--- config.mk ---
export PLATFORM = sky130hd
export DESIGN_NAME = iob_regfile_sp_ctrl
export DESIGN_NICKNAME = d
export VERILOG_FILES = /design/src/rtl/iob_regfile_sp_ctrl_pkg.sv /design/src/rtl/iob_regfile_sp_ctrl_sweep.sv /design/src/rtl/iob_regfile_sp_ctrl.sv
export SDC_FILE = /design/constraint.sdc
export NUM_CORES = 1
export LEC_CHECK = 0
export CORE_ASPECT_RATIO = 0.5
export CORE_UTILIZATION = 30
export CTS_CLUSTER_DIAMETER = 120
export DETAILED_ROUTE_END_ITERATION = 10
export GPL_TIMING_DRIVEN = 1
export MAX_ROUTING_LAYER = met4
export PLACE_DENSITY = 0.75
export REMOVE_ABC_BUFFERS = 1
export SYNTH_ARGS = -nofsm -noshare
export SYNTH_HDL_FRONTEND = slang
export SYNTH_SLANG_ARGS = --single-unit
--- constraint.sdc ---
create_clock -name clk_i -period 4.1 [get_ports clk_i]
set_input_delay 0.82 -clock clk_i [delete_from_list [all_inputs] [get_ports clk_i]]
set_output_delay 0.82 -clock clk_i [all_outputs]
set_load 0.01 [all_outputs]
--- src/rtl/iob_regfile_sp_ctrl_pkg.sv ---
// Shared types and encodings for the iob_regfile_sp request front-end.
package iob_regfile_sp_ctrl_pkg;

  localparam int unsigned STATE_W = 1;

  typedef enum logic [STATE_W-1:0] {
    ST_IDLE  = 1'b0,
    ST_CLEAR = 1'b1
  } state_e;

  // Request-type encodings carried on req_we_i
  localparam logic REQ_RD = 1'b0;
  localparam logic REQ_WR = 1'b1;

endpackage

--- src/rtl/iob_regfile_sp_ctrl_sweep.sv ---
// Clear sequencer: IDLE/CLEAR FSM plus an ADDR_W sweep counter.
// Ports:
//   clk_i, rst_n_i  clock, synchronous active-low reset
//   cke_i           clock enable; all state holds when low
//   start_i         start a sweep (sampled only in IDLE)
//   addr_o          current sweep address
//   busy_o          high while in CLEAR
//   done_o          one-cycle pulse in the first IDLE cycle after a sweep
module iob_regfile_sp_ctrl_sweep
  import iob_regfile_sp_ctrl_pkg::*;
#(
  parameter int unsigned ADDR_W = 4
) (
  input  logic              clk_i,
  input  logic              rst_n_i,
  input  logic              cke_i,
  input  logic              start_i,
  output logic [ADDR_W-1:0] addr_o,
  output logic              busy_o,
  output logic              done_o
);

  state_e            state_q, state_d;
  logic [ADDR_W-1:0] cnt_q, cnt_d;
  logic              done_q, done_d;
  logic              last_c;

  // Last address is detected before the counter wraps
  assign last_c = (cnt_q == {ADDR_W{1'b1}});

  // Next-state and counter logic
  always_comb begin
    state_d = state_q;
    cnt_d   = cnt_q;
    done_d  = done_q;
    if (cke_i) begin
      done_d = 1'b0;
      case (state_q)
        ST_IDLE: begin
          if (start_i) begin
            state_d = ST_CLEAR;
            cnt_d   = '0;
          end
        end
        ST_CLEAR: begin
          cnt_d = cnt_q + ADDR_W'(1);
          if (last_c) begin
            state_d = ST_IDLE;
            done_d  = 1'b1;
          end
        end
      endcase
    end
  end

  // State register
  always_ff @(posedge clk_i) begin
    if (!rst_n_i) begin
      state_q <= ST_IDLE;
      cnt_q   <= '0;
      done_q  <= 1'b0;
    end else begin
      state_q <= state_d;
      cnt_q   <= cnt_d;
      done_q  <= done_d;
    end
  end

  assign addr_o = cnt_q;
  assign busy_o = (state_q == ST_CLEAR);
  assign done_o = done_q;

endmodule

--- src/rtl/iob_regfile_sp_ctrl.sv ---
// Valid/ready front-end for iob_regfile_sp: serialises single-beat reads and
// writes onto the single regfile port, returns read data through a one-entry
// registered response buffer, and runs a zero-fill clear sweep.
// Optional macro IOB_REGFILE_SP_CTRL_WRITE_ACK_EN: writes also return a
// response carrying the written data.
// Ports:
//   clk_i, rst_n_i, cke_i        clock, synchronous active-low reset, enable
//   req_*                        request channel (valid/ready, we, addr, wdata)
//   rsp_*                        response channel (valid/ready, rdata)
//   clear_i, busy_o, done_o      clear sweep control/status
//   rf_we_o, rf_addr_o, rf_d_o   regfile write port (combinational)
//   rf_d_i                       regfile combinational read data
module iob_regfile_sp_ctrl
  import iob_regfile_sp_ctrl_pkg::*;
#(
  parameter int unsigned ADDR_W = 4,
  parameter int unsigned DATA_W = 32
) (
  input  logic              clk_i,
  input  logic              rst_n_i,
  input  logic              cke_i,
  input  logic              req_valid_i,
  output logic              req_ready_o,
  input  logic              req_we_i,
  input  logic [ADDR_W-1:0] req_addr_i,
  input  logic [DATA_W-1:0] req_wdata_i,
  output logic              rsp_valid_o,
  input  logic              rsp_ready_i,
  output logic [DATA_W-1:0] rsp_rdata_o,
  input  logic              clear_i,
  output logic              busy_o,
  output logic              done_o,
  output logic              rf_we_o,
  output logic [ADDR_W-1:0] rf_addr_o,
  output logic [DATA_W-1:0] rf_d_o,
  input  logic [DATA_W-1:0] rf_d_i
);

  logic [ADDR_W-1:0] sweep_addr;
  logic              sweep_busy;
  logic              accept_c;
  logic              load_c;
  logic [DATA_W-1:0] load_data_c;
  logic              rsp_valid_q;
  logic [DATA_W-1:0] rsp_rdata_q;

  iob_regfile_sp_ctrl_sweep #(
    .ADDR_W (ADDR_W)
  ) u_sweep (
    .clk_i   (clk_i),
    .rst_n_i (rst_n_i),
    .cke_i   (cke_i),
    .start_i (clear_i),
    .addr_o  (sweep_addr),
    .busy_o  (sweep_busy),
    .done_o  (done_o)
  );

  // Request arbitration and regfile port drive; reset blocks all regfile writes
  always_comb begin
    req_ready_o = 1'b0;
    accept_c    = 1'b0;
    rf_we_o     = 1'b0;
    rf_addr_o   = '0;
    rf_d_o      = '0;
    if (rst_n_i && cke_i) begin
      if (sweep_busy) begin
        rf_we_o   = 1'b1;
        rf_addr_o = sweep_addr;
      end else begin
        req_ready_o = ~clear_i & (~rsp_valid_q | rsp_ready_i);
        accept_c    = req_valid_i & req_ready_o;
        if (accept_c) begin
          rf_addr_o = req_addr_i;
          if (req_we_i == REQ_WR) begin
            rf_we_o = 1'b1;
            rf_d_o  = req_wdata_i;
          end
        end
      end
    end
  end

  // Response buffer fill source
  always_comb begin
`ifdef IOB_REGFILE_SP_CTRL_WRITE_ACK_EN
    load_c      = accept_c;
    load_data_c = (req_we_i == REQ_WR) ? req_wdata_i : rf_d_i;
`else
    load_c      = accept_c & (req_we_i == REQ_RD);
    load_data_c = rf_d_i;
`endif
  end

  // One-entry response buffer; a refill wins over a drain in the same cycle
  always_ff @(posedge clk_i) begin
    if (!rst_n_i) begin
      rsp_valid_q <= 1'b0;
      rsp_rdata_q <= '0;
    end else if (cke_i) begin
      if (load_c) begin
        rsp_valid_q <= 1'b1;
        rsp_rdata_q <= load_data_c;
      end else if (rsp_ready_i) begin
        rsp_valid_q <= 1'b0;
      end
    end
  end

  assign rsp_valid_o = rsp_valid_q;
  assign rsp_rdata_o = rsp_rdata_q;
  assign busy_o      = sweep_busy;

endmodule

==> results.sh, run 1 <==
export IMPL_finalCritPeriodShare=0.8673
export IMPL_hp_class="flip-flop to flip-flop"
export IMPL_final_max_slew_viol_count=0
export IMPL_status="finished, final reports clean"
export IMPL_nets=478
export IMPL_drv_cap=0
export IMPL_grt_pass1_vias=2060
export IMPL_required_ps=3280
export IMPL_syn_avg_cell_area_um2=7.693
export IMPL_fillers=562
export IMPL_ys_seq_area_frac=0.3873
export IMPL_path_max_fanout=33
export IMPL_syn_area_um2=2016
export IMPL_clock_path_buffers=2
export IMPL_synthMuxAreaShare=0.1639
export IMPL_arrival_ps=2740
export IMPL_grtUsageTotal=0.1725
export IMPL_clk_latency_ps=280
export IMPL_start_util=0.3209
export IMPL_yosysWarnings=0
export IMPL_dieArea_um2=7070
export IMPL_synth_ff_type="dfxtp_1"
export IMPL_final_setup_tns_ps=0
export IMPL_crit_family="buffers and inverters"
export IMPL_core_area_um2=6281
export IMPL_yosysTopAreaCellShare=0.3873
export IMPL_dr_pass1_iters=4
export IMPL_cpMostUsedCell="clkdlybuf4s50_1"
export IMPL_drive_above_1_share=0.02978
export IMPL_cp_cell_sequence="clkdlybuf4s50_1 -> and2b_1 -> nand3_1 -> buf_4 -> nor3_1 -> clkdlybuf4s50_1"
export IMPL_port_buffers=147
export IMPL_synth_compound_area_frac=0.03600
export IMPL_reg2reg_from="u_sweep.busy_o"
export IMPL_clk_pin_slew_worst_paths_ps=50
export IMPL_vias=2199
export IMPL_crit_cells=6
export IMPL_area_growth_pct=81.13
export IMPL_leakage_uw=0.001688
export IMPL_whs_ps=458.6
export IMPL_cts_hold_fix_buffers=0
export IMPL_synth_common_cells="inv_1, nand2_1, dfxtp_1, mux2i_1, nor3_1"
export IMPL_r2r_slack_ps=2330
export IMPL_setup_viol=0
export IMPL_synth_ff_latch_count=39
export IMPL_diodes=0
export IMPL_cts_repair_resized=0
export IMPL_synthTopCellsByArea="dfxtp_1, mux2i_1, inv_1, nand2_1, nor3_1"
export IMPL_dpl_hpwl_um=4435
export IMPL_worstSetupStartpoint="clear_i"
export IMPL_clock_fmax_mhz=281.2
export IMPL_synth_fa_ha_area_frac=0.006207
export IMPL_startpoint_type="input pin"
export IMPL_num_rows=20
export IMPL_htree_levels=2
export IMPL_crit_buf_inv=3
export IMPL_drc=0
export IMPL_wire_per_inst_um=11.89
export IMPL_peakVddDrop_uv=161.8
export IMPL_grt_antenna_before_repair=0
export IMPL_totalWireLength_um=5837
export IMPL_cts_inserted_buffers=5
export IMPL_ant_nets=0
export IMPL_cpPeakStageDelay_ps=570
export IMPL_synth_edf_count=0
export IMPL_power_density_nw_per_um2=248.0
export IMPL_synthArstFlopShare=0
export IMPL_grt_pass1_wl_um=9432
export IMPL_r2r_end="rsp_rdata_o[16]"
export IMPL_drtIter0Drc=72
export IMPL_crit_slowest_cell="clkdlybuf4s50_1"
export IMPL_yosys_area_top_type="dfxtp_1"
export IMPL_synthCells=262
export IMPL_die_w_um=117.9
export IMPL_numClockSinks=39
export IMPL_vias_per_cell=4.479
export IMPL_gp_congestion=0.7899
export IMPL_netlist_cell_type_count=28
export IMPL_ios=148
export IMPL_critPathCapture="rf_d_o[20]"
export IMPL_finalHoldViolations=0
export IMPL_worstMarginPinSlew_ps=779.2
export IMPL_grt_max_degree=56
export IMPL_period_minus_slack_ps=3556
export IMPL_synth_xor_area_frac=0
export IMPL_max_slew_margin=0.4798
export IMPL_synthSimpleGateAreaFrac=0.2595
export IMPL_worst_r2r_path_depth=3
export IMPL_cts_root_buffer="clkbuf_16"
export IMPL_post_cts_buffers=0
export IMPL_cts_tree="yes"
export IMPL_path_class="input pin to output port"
export IMPL_fin_worst_skew_ps=5.207
export IMPL_min_path_cells=2
export IMPL_synth_top_family_by_area="simple AND/OR/NAND/NOR gates"
export IMPL_critPathCaptureType="output port"
export IMPL_rsz0062_at_grt="no"
export IMPL_grt_overflow=0
export IMPL_fp_dieH_um=59.96
-- worst min path at each step --
stage / endpoint / from
global route: rsp_rdata_o[10] / rsp_rdata_o[10]
global placement: rsp_rdata_o[14] / rsp_rdata_o[14]
floorplan: u_sweep.addr_o[2] / u_sweep.addr_o[2]
finish: rsp_rdata_o[30] / rsp_rdata_o[30]
detailed placement: rsp_rdata_o[30] / rsp_rdata_o[30]
CTS: rsp_rdata_o[30] / rsp_rdata_o[30]
-- per-layer routing --
metal | routed length (µm) | global-route usage
met5 | 0 | -
met4 | 76 | 0.06593
met3 | 304 | 0.02863
met2 | 2918 | 0.3168
met1 | 2537 | 0.1939
-- metrics by stage --
stage,area [µm²],power [µW],util,cells,worst slack (ps)
2_1_floorplan,1914,442.5,-,245,1088
3_3_place_gp,3513,548.8,0.5594,483,575.8
3_5_place_dp,3513,551.9,0.5594,483,541.3
4_1_cts,3651,918.0,0.5813,491,532.2
5_1_grt,3651,948.9,0.5813,491,425.6
6_report,3651,905.6,0.5813,491,544.1
-- worst register-to-register path, stage by stage, from the launching register on --
cell      delay [ps]
dfxtp_1          420
nor2_1           230
nand4b_4         630
mux2i_1          400
-- final cells by class --
class / count / area [µm²] / share of cell area
clock buffer: 7 / 132.6 / 0.03633
clock inverter: 1 / 5.005 / 0.001371
sequential: 39 / 780.7 / 0.2138
tap: 88 / 110.1 / 0.03016
timing repair buffer: 150 / 1489 / 0.4078
multi-input combinational: 154 / 938.4 / 0.2570
inverter: 52 / 195.2 / 0.05346
-- where the power goes --
group / switching (µW) / total [µW] / leakage (µW) / internal (µW)
clock: 138 / 362 / 0.0000679 / 224
combinational: 56.7 / 152 / 0.00130 / 95.2
sequential: 5.53 / 391 / 0.000315 / 386
total: 200 / 906 / 0.00169 / 706
-- logic make-up (layout without fill, tap and decap cells) --
kind of cell,count (synthesis),count (layout)
simple gates,108,108
mux,33,33
buf+inv,69,210
compound gates,12,12
flops,39,39
fa+ha+maj,1,1
-- layout by cell type (no fill, tap or decap) --
cell type	instances
nor3_1	32
nor2_1	1
buf_2	1
a21boi_0	2
nor2b_1	2
and2_1	1
o21a_1	1
and3b_1	1
nor3b_1	1
inv_1	52
clkinv_2	1
ha_1	1
nand4b_4	1
a21oi_1	6
o21ai_0	1
o211ai_1	1
mux2i_1	33
nand4_1	6
nand3b_1	1
clkbuf_16	5
buf_4	3
clkbuf_1	2
nand2_1	52
nand2_2	1
and2b_1	1
clkdlybuf4s50_1	146
a22oi_1	1
nand2b_1	2
nand4b_1	1
nand3_1	5
dfxtp_1	39
-- state kept, by name (all words and copies together) (netlist names) --
register,cells
u_sweep.busy_o,1
rsp_valid_o,1
rsp_rdata_o,32
u_sweep.done_o,1
u_sweep.addr_o,4
Note: power is estimated with default switching activity, not from simulation.
==> run 2, diff against run 1 <==
- HOLD_SLACK_MARGIN: default -> 0.02
==> results of run 2 <==
The final DEF is identical to that of run 1; final timing and power are the same.
